--- config.mk ---
export PLATFORM = sky130hd
export DESIGN_NAME = snn_tick_scheduler_flat
export DESIGN_NICKNAME = d
export VERILOG_FILES = /design/src/rtl/snn_tick_scheduler_if.sv /design/src/rtl/snn_tick_scheduler.sv /design/src/flat_wrapper.sv
export SDC_FILE = /design/constraint.sdc
export NUM_CORES = 1
export LEC_CHECK = 0
export CAP_MARGIN = 20
export CELL_PAD_IN_SITES_DETAIL_PLACEMENT = 0
export CELL_PAD_IN_SITES_GLOBAL_PLACEMENT = 1
export CORE_MARGIN = 1
export CORE_UTILIZATION = 44
export CTS_CLUSTER_DIAMETER = 30
export DETAILED_ROUTE_END_ITERATION = 10
export PLACE_DENSITY_LB_ADDON = 0.3
export SYNTH_ARGS = -nofsm -noshare
export SYNTH_HDL_FRONTEND = slang
export SYNTH_SLANG_ARGS = --single-unit
--- constraint.sdc ---
create_clock -name clk -period 6.35 [get_ports clk]
set_clock_uncertainty 0.05 [all_clocks]
set_input_delay 0.9525 -clock clk [delete_from_list [all_inputs] [get_ports clk]]
set_output_delay 0.9525 -clock clk [all_outputs]
set_load 0.05 [all_outputs]
--- src/rtl/snn_tick_scheduler_if.sv ---
// Start/done handshake and spike bus between the tick scheduler and the u/v/current engine.
interface snn_tick_scheduler_if #(
  parameter int NN = 4
);
  logic          uv_start;
  logic          uv_done;
  logic          curr_start;
  logic          curr_done;
  logic          engine_reset;
  logic [NN-1:0] spike_in;

  modport master (
    output uv_start, curr_start, engine_reset,
    input  uv_done, curr_done, spike_in
  );

  modport slave (
    input  uv_start, curr_start, engine_reset,
    output uv_done, curr_done, spike_in
  );
endinterface

--- src/rtl/snn_tick_scheduler.sv ---
// Tick sequencer for the spiking core: u/v phase, current phase, spike capture, overrun flagging.
// Optional overrun_count output enabled by defining SNN_SCHED_OVERRUN_CNT_EN.
module snn_tick_scheduler #(
  parameter int NN       = 4,
  parameter int PERIOD_W = 16,
  parameter int TICK_W   = 16
) (
  input  logic                clk,
  input  logic                reset,
  input  logic                enable,
  input  logic [PERIOD_W-1:0] period,
  snn_tick_scheduler_if.master eng,
  output logic [NN-1:0]       spikearray,
  output logic                spike_valid,
  output logic [TICK_W-1:0]   tick_count,
  output logic                busy,
  output logic                overrun
`ifdef SNN_SCHED_OVERRUN_CNT_EN
  ,
  output logic [15:0]         overrun_count
`endif
);

  typedef enum logic [2:0] {
    IDLE,
    UV,
    CURR,
    WAIT,
    WRAP
  } state_t;

  state_t              state, state_d;
  logic [PERIOD_W-1:0] cnt;
  logic [PERIOD_W-1:0] period_q;
  logic [PERIOD_W-1:0] period_clamped;
  logic                tick;
  logic                in_phase;

  always_comb begin
    period_clamped = (period < PERIOD_W'(4)) ? PERIOD_W'(4) : period;
    tick           = (state != IDLE) && (cnt == period_q - PERIOD_W'(1));
    in_phase       = (state == UV) || (state == CURR);
  end

  // Overrun ticks leave the state alone; the phase just finishes late and WAIT absorbs it.
  always_comb begin
    state_d = state;
    unique case (state)
      IDLE:    if (enable)        state_d = UV;
      UV:      if (eng.uv_done)   state_d = CURR;
      CURR:    if (eng.curr_done) state_d = WAIT;
      WAIT:    if (tick)          state_d = WRAP;
      WRAP:                       state_d = UV;
      default:                    state_d = IDLE;
    endcase
    if (!enable) state_d = IDLE;
  end

  // Outputs are registered from the next-state decode so they align with the state they describe.
  always_ff @(posedge clk) begin
    if (reset) begin
      state            <= IDLE;
      cnt              <= '0;
      period_q         <= PERIOD_W'(4);
      eng.uv_start     <= 1'b0;
      eng.curr_start   <= 1'b0;
      eng.engine_reset <= 1'b1;
      spikearray       <= '0;
      spike_valid      <= 1'b0;
      tick_count       <= '0;
      busy             <= 1'b0;
      overrun          <= 1'b0;
    end else begin
      state <= state_d;

      if (state == IDLE || state_d == IDLE) begin
        cnt      <= '0;
        period_q <= period_clamped;
      end else if (tick) begin
        cnt      <= '0;
        period_q <= period_clamped;
      end else begin
        cnt <= cnt + PERIOD_W'(1);
      end

      if (state_d == IDLE)  tick_count <= '0;
      else if (tick)        tick_count <= tick_count + TICK_W'(1);

      eng.uv_start     <= (state_d == UV)   && (state != UV);
      eng.curr_start   <= (state_d == CURR) && (state != CURR);
      eng.engine_reset <= (state_d == IDLE) || (state_d == WRAP);
      busy             <= (state_d == UV)   || (state_d == CURR);
      overrun          <= tick && in_phase;

      spike_valid <= (state == CURR) && (state_d == WAIT);
      if ((state == CURR) && (state_d == WAIT)) spikearray <= eng.spike_in;
    end
  end

`ifdef SNN_SCHED_OVERRUN_CNT_EN
  always_ff @(posedge clk) begin
    if (reset)                                     overrun_count <= '0;
    else if (tick && in_phase && overrun_count != '1) overrun_count <= overrun_count + 16'd1;
  end
`endif

endmodule

--- src/flat_wrapper.sv ---
// flat-port wrapper written by rule: the top's interface ports become plain ports
module snn_tick_scheduler_flat 
#(
  parameter int NN       = 4,
  parameter int PERIOD_W = 16,
  parameter int TICK_W   = 16
)
  (clk, reset, enable, period, spikearray, spike_valid, tick_count, busy, overrun, eng_uv_start, eng_curr_start, eng_engine_reset, eng_uv_done, eng_curr_done, eng_spike_in);
  snn_tick_scheduler_if #(.NN(NN)) eng_i ();
  input  logic clk;
  input  logic reset;
  input  logic enable;
  input  logic [PERIOD_W-1:0] period;
  output logic [NN-1:0] spikearray;
  output logic spike_valid;
  output logic [TICK_W-1:0] tick_count;
  output logic busy;
  output logic overrun;
  output wire logic [$bits(eng_i.uv_start)-1:0] eng_uv_start;
  output wire logic [$bits(eng_i.curr_start)-1:0] eng_curr_start;
  output wire logic [$bits(eng_i.engine_reset)-1:0] eng_engine_reset;
  input wire logic [$bits(eng_i.uv_done)-1:0] eng_uv_done;
  input wire logic [$bits(eng_i.curr_done)-1:0] eng_curr_done;
  input wire logic [$bits(eng_i.spike_in)-1:0] eng_spike_in;
  assign eng_uv_start = eng_i.uv_start;
  assign eng_curr_start = eng_i.curr_start;
  assign eng_engine_reset = eng_i.engine_reset;
  assign eng_i.uv_done = eng_uv_done;
  assign eng_i.curr_done = eng_curr_done;
  assign eng_i.spike_in = eng_spike_in;
  snn_tick_scheduler #(.NN(NN), .PERIOD_W(PERIOD_W), .TICK_W(TICK_W)) u_core (.clk(clk), .reset(reset), .enable(enable), .period(period), .eng(eng_i), .spikearray(spikearray), .spike_valid(spike_valid), .tick_count(tick_count), .busy(busy), .overrun(overrun));
endmodule
==> impl_metrics.json <==
{
  "netlist_instances": 398,
  "drive_gt1_share_pct": 5.122,
  "post_cts_buffers": 0,
  "ctsResizeCount": 0,
  "num_antenna_cells": 0,
  "cts_buffers": 9,
  "p_leak_nw": 1.405,
  "startpoint_type": "register",
  "synth_area_um2": 3407,
  "switching_share_pct": 26.47,
  "first_global_vias": 2721,
  "arrival_ns": 3.42,
  "hp-class": "register to register",
  "drc": 0,
  "vias_per_cell": 5.268,
  "slew_headroom_pct": 48.47,
  "powerDensity_nw_per_um2": 193.4,
  "place_area_um2": 3964,
  "criticalPathCategory": "register to register",
  "cp_data_required_time_ns": 6.50,
  "cpPeakStageDelay_ns": 0.59,
  "antenna_left": 0,
  "grt_overflow": 0,
  "crit_slowest_cell": "nand3b_1",
  "end_kind": "register",
  "status": "finished, final reports clean",
  "synth_cell_types": 53,
  "hold_viol_final": 0,
  "finalNetCount": 472,
  "port_buffers": 50,
  "grt_max_degree": 41,
  "synth_edf_count": 0,
  "synth_top_area_cell": "dfxtp_1",
  "clk_pin_slew_ns": 0.07,
  "fin_area_um2": 4116,
  "holdBufCountCts": 0,
  "yosysSeqAreaShare_pct": 35.84,
  "fmax_mhz": 305.9,
  "place.gp.congestion": 0.8297,
  "synth_nets": 426,
  "rows": 31,
  "synthTopCellsByArea": "dfxtp_1 (36%), mux2i_1 (11%), nand2b_1 (5.9%)",
  "synth_area_per_cell_um2": 8.560,
  "clock-sinks": 61,
  "maxSlewViolCount": 0,
  "rsz0062_at_grt": "no",
  "h-tree-depth": 3,
  "die_h_um": 90.00,
  "cap_violations": 0,
  "ys_ff_latch": 61,
  "final_cell_count_no_fill": 548,
  "grt_pass1_wl_um": 12800,
  "critPathMaxFanout": 19,
  "p_seq_share_pct": 51.2,
  "antenna_found_initial": 0,
  "power.internal_w": 0.0005855,
  "area_delta_synth_final_pct": 20.82,
  "async_flop_share_pct": 0,
  "power_switching_w": 0.0002108,
  "cts_tree": "yes",
  "detailed_place_hpwl_um": 5323,
  "io_pins": 51,
  "p_clk_share_pct": 35.7,
  "clock_latency_ns": 0.34,
  "postLayoutCoreUtil_pct": 55.86,
  "track_usage_pct": 19.53,
  "yosys_warnings": 0,
  "dr.pass1.iters": 4,
  "dp.cells": 532,
  "routedWlPerCell_um": 13.34,
  "yosys.area.top_type_share_pct": 35.84,
  "finalCritPeriodShare_pct": 51.48,
  "die_width_um": 90.00,
  "setup_viol": 0,
  "clock_path_buffers": 2,
  "finalCriticalPeriod_ns": 3.269,
  "drt_first_iter_violations": 111,
  "die-area_um2": 8099,
  "synthTopCellsByCount": "dfxtp_1 (61), nor2_1 (48), nand2_1 (38)",
  "core_area_um2": 7370,
  "tightest_slew_ns": 0.7701,
  "synth.most_common_cell": "dfxtp_1",
  "tns_ns": 0,
  "vias": 2887,
  "synth_ff_type": "dfxtp_1",
  "drt-total-wl_um": 7309,
  "fin_hold_ws_ns": 0.4280,
  "cp_common_cell": "nor2_1",
  "path_cells": "inv_1 > ha_1 > or4b_4 > nor2_1 > xnor2_1 > o2111ai_1 > nor4b_2 > nand4b_4 > nand3b_1 > nor2_1",
  "start_util_pct": 46.23,
  "peakVddDrop_mv": 0.1017,
  "combinationalPowerShare_pct": 13.1,
  "cts-root-buf": "clkbuf_8"
}
[final cells by class]
cell class / count / area [um^2]
clock buffer: 14 / 142.6
timing repair buffer: 52 / 515.5
sequential: 61 / 1221
tap: 99 / 123.9
multi-input combinational: 310 / 2066
clock inverter: 2 / 10.01
inverter: 10 / 37.54
fill: 711 / 3253
[logic make-up (layout without fill, tap and decap cells)]
family / count (synthesis) / after routing / share of synthesized area (%)
xor+xnor: 36 / 36 / 9.255
buf+inv: 27 / 78 / 3.525
fa+ha+maj: 3 / 3 / 1.102
compound gates: 28 / 28 / 5.913
mux: 37 / 37 / 10.87
simple gates: 206 / 206 / 33.49
flops: 61 / 61 / 35.84
[registers in the layout (all words and copies together) (netlist names)]
register,flops
u_core.busy,1
u_core.cnt,16
u_core.eng.curr_start,1
u_core.eng.engine_reset,1
u_core.eng.uv_start,1
u_core.overrun,1
u_core.period_q,16
u_core.spike_valid,1
u_core.spikearray,4
u_core.state,3
u_core.tick_count,16
[critical path: cells and delay by family (launching register included)]
family | cells | cell delay (ns)
fa+ha+maj | 1 | 0.24
simple gates | 6 | 2.10
buf+inv | 1 | 0.09
compound gates | 1 | 0.14
flops | 1 | 0.38
xor+xnor | 1 | 0.12
[power groups by stage]
stage	registers (W)	clock network [W]	logic, W
after detailed placement	0.000416	0	0.000104
after global routing	0.000409	0.000310	0.000115
after floorplan	0.000415	0	0.0000720
final	0.000408	0.000284	0.000104
after global placement	0.000415	0	0.000104
after CTS	0.000407	0.000292	0.000105
[worst paths after layout]
path	end	start	slack [ns]	cells after the start
worst min register to register	u_core.tick_count[15]	u_core.tick_count[15]	0.43	2
worst max-delay path	u_core.cnt[8]	u_core.period_q[0]	3.08	10
worst max register to register	u_core.cnt[8]	u_core.period_q[0]	3.08	10
worst min-delay path	u_core.tick_count[15]	u_core.tick_count[15]	0.43	2
[cells in the final DEF (no fill, tap or decap), drive strengths merged, types with 2 or more instances in the layout]
cell and instances:
inv 10, buf 2, ha 3, nor4 10, nand3 13, and4 2
o21ai 5, a21oi 6, o21a 2, nand3b 3, nand4b 2, dfxtp 61
clkbuf 14, a311oi 2, xor2 15, and3b 2, nor2b 3, xnor2 21
mux2i 37, o22ai 2, clkinv 2, a31oi 2, or4 2, or3 16
nand2b 32, nor2 48, nand2 38, nor3 16, and3 4, clkdlybuf4s50 50
nor4b 4, and2 2, nand4 6
[per-layer routing]
| layer | part of all wire (%) | up-vias | routed length (um) | GRT usage [%] |
|---|---|---|---|---|
| met5 | 0 | - | 0 | 0 |
| met4 | 1.4 | 0 | 100 | 7.258 |
| met3 | 4.5 | 8 | 329 | 5.161 |
| met2 | 44 | 62 | 3185 | 29.62 |
| met1 | 51 | 1335 | 3693 | 26.62 |
| li1 | - | 1482 | - | - |
[stage by stage]
step,setup WS [ns],total power [W]
2_1_floorplan,3.481,0.0004870
3_3_place_gp,3.005,0.0005193
3_5_place_dp,2.989,0.0005202
4_1_cts,3.015,0.0008045
5_1_grt,2.724,0.0008349
6_report,3.081,0.0007963
Note: power is estimated with default switching activity, not from simulation.
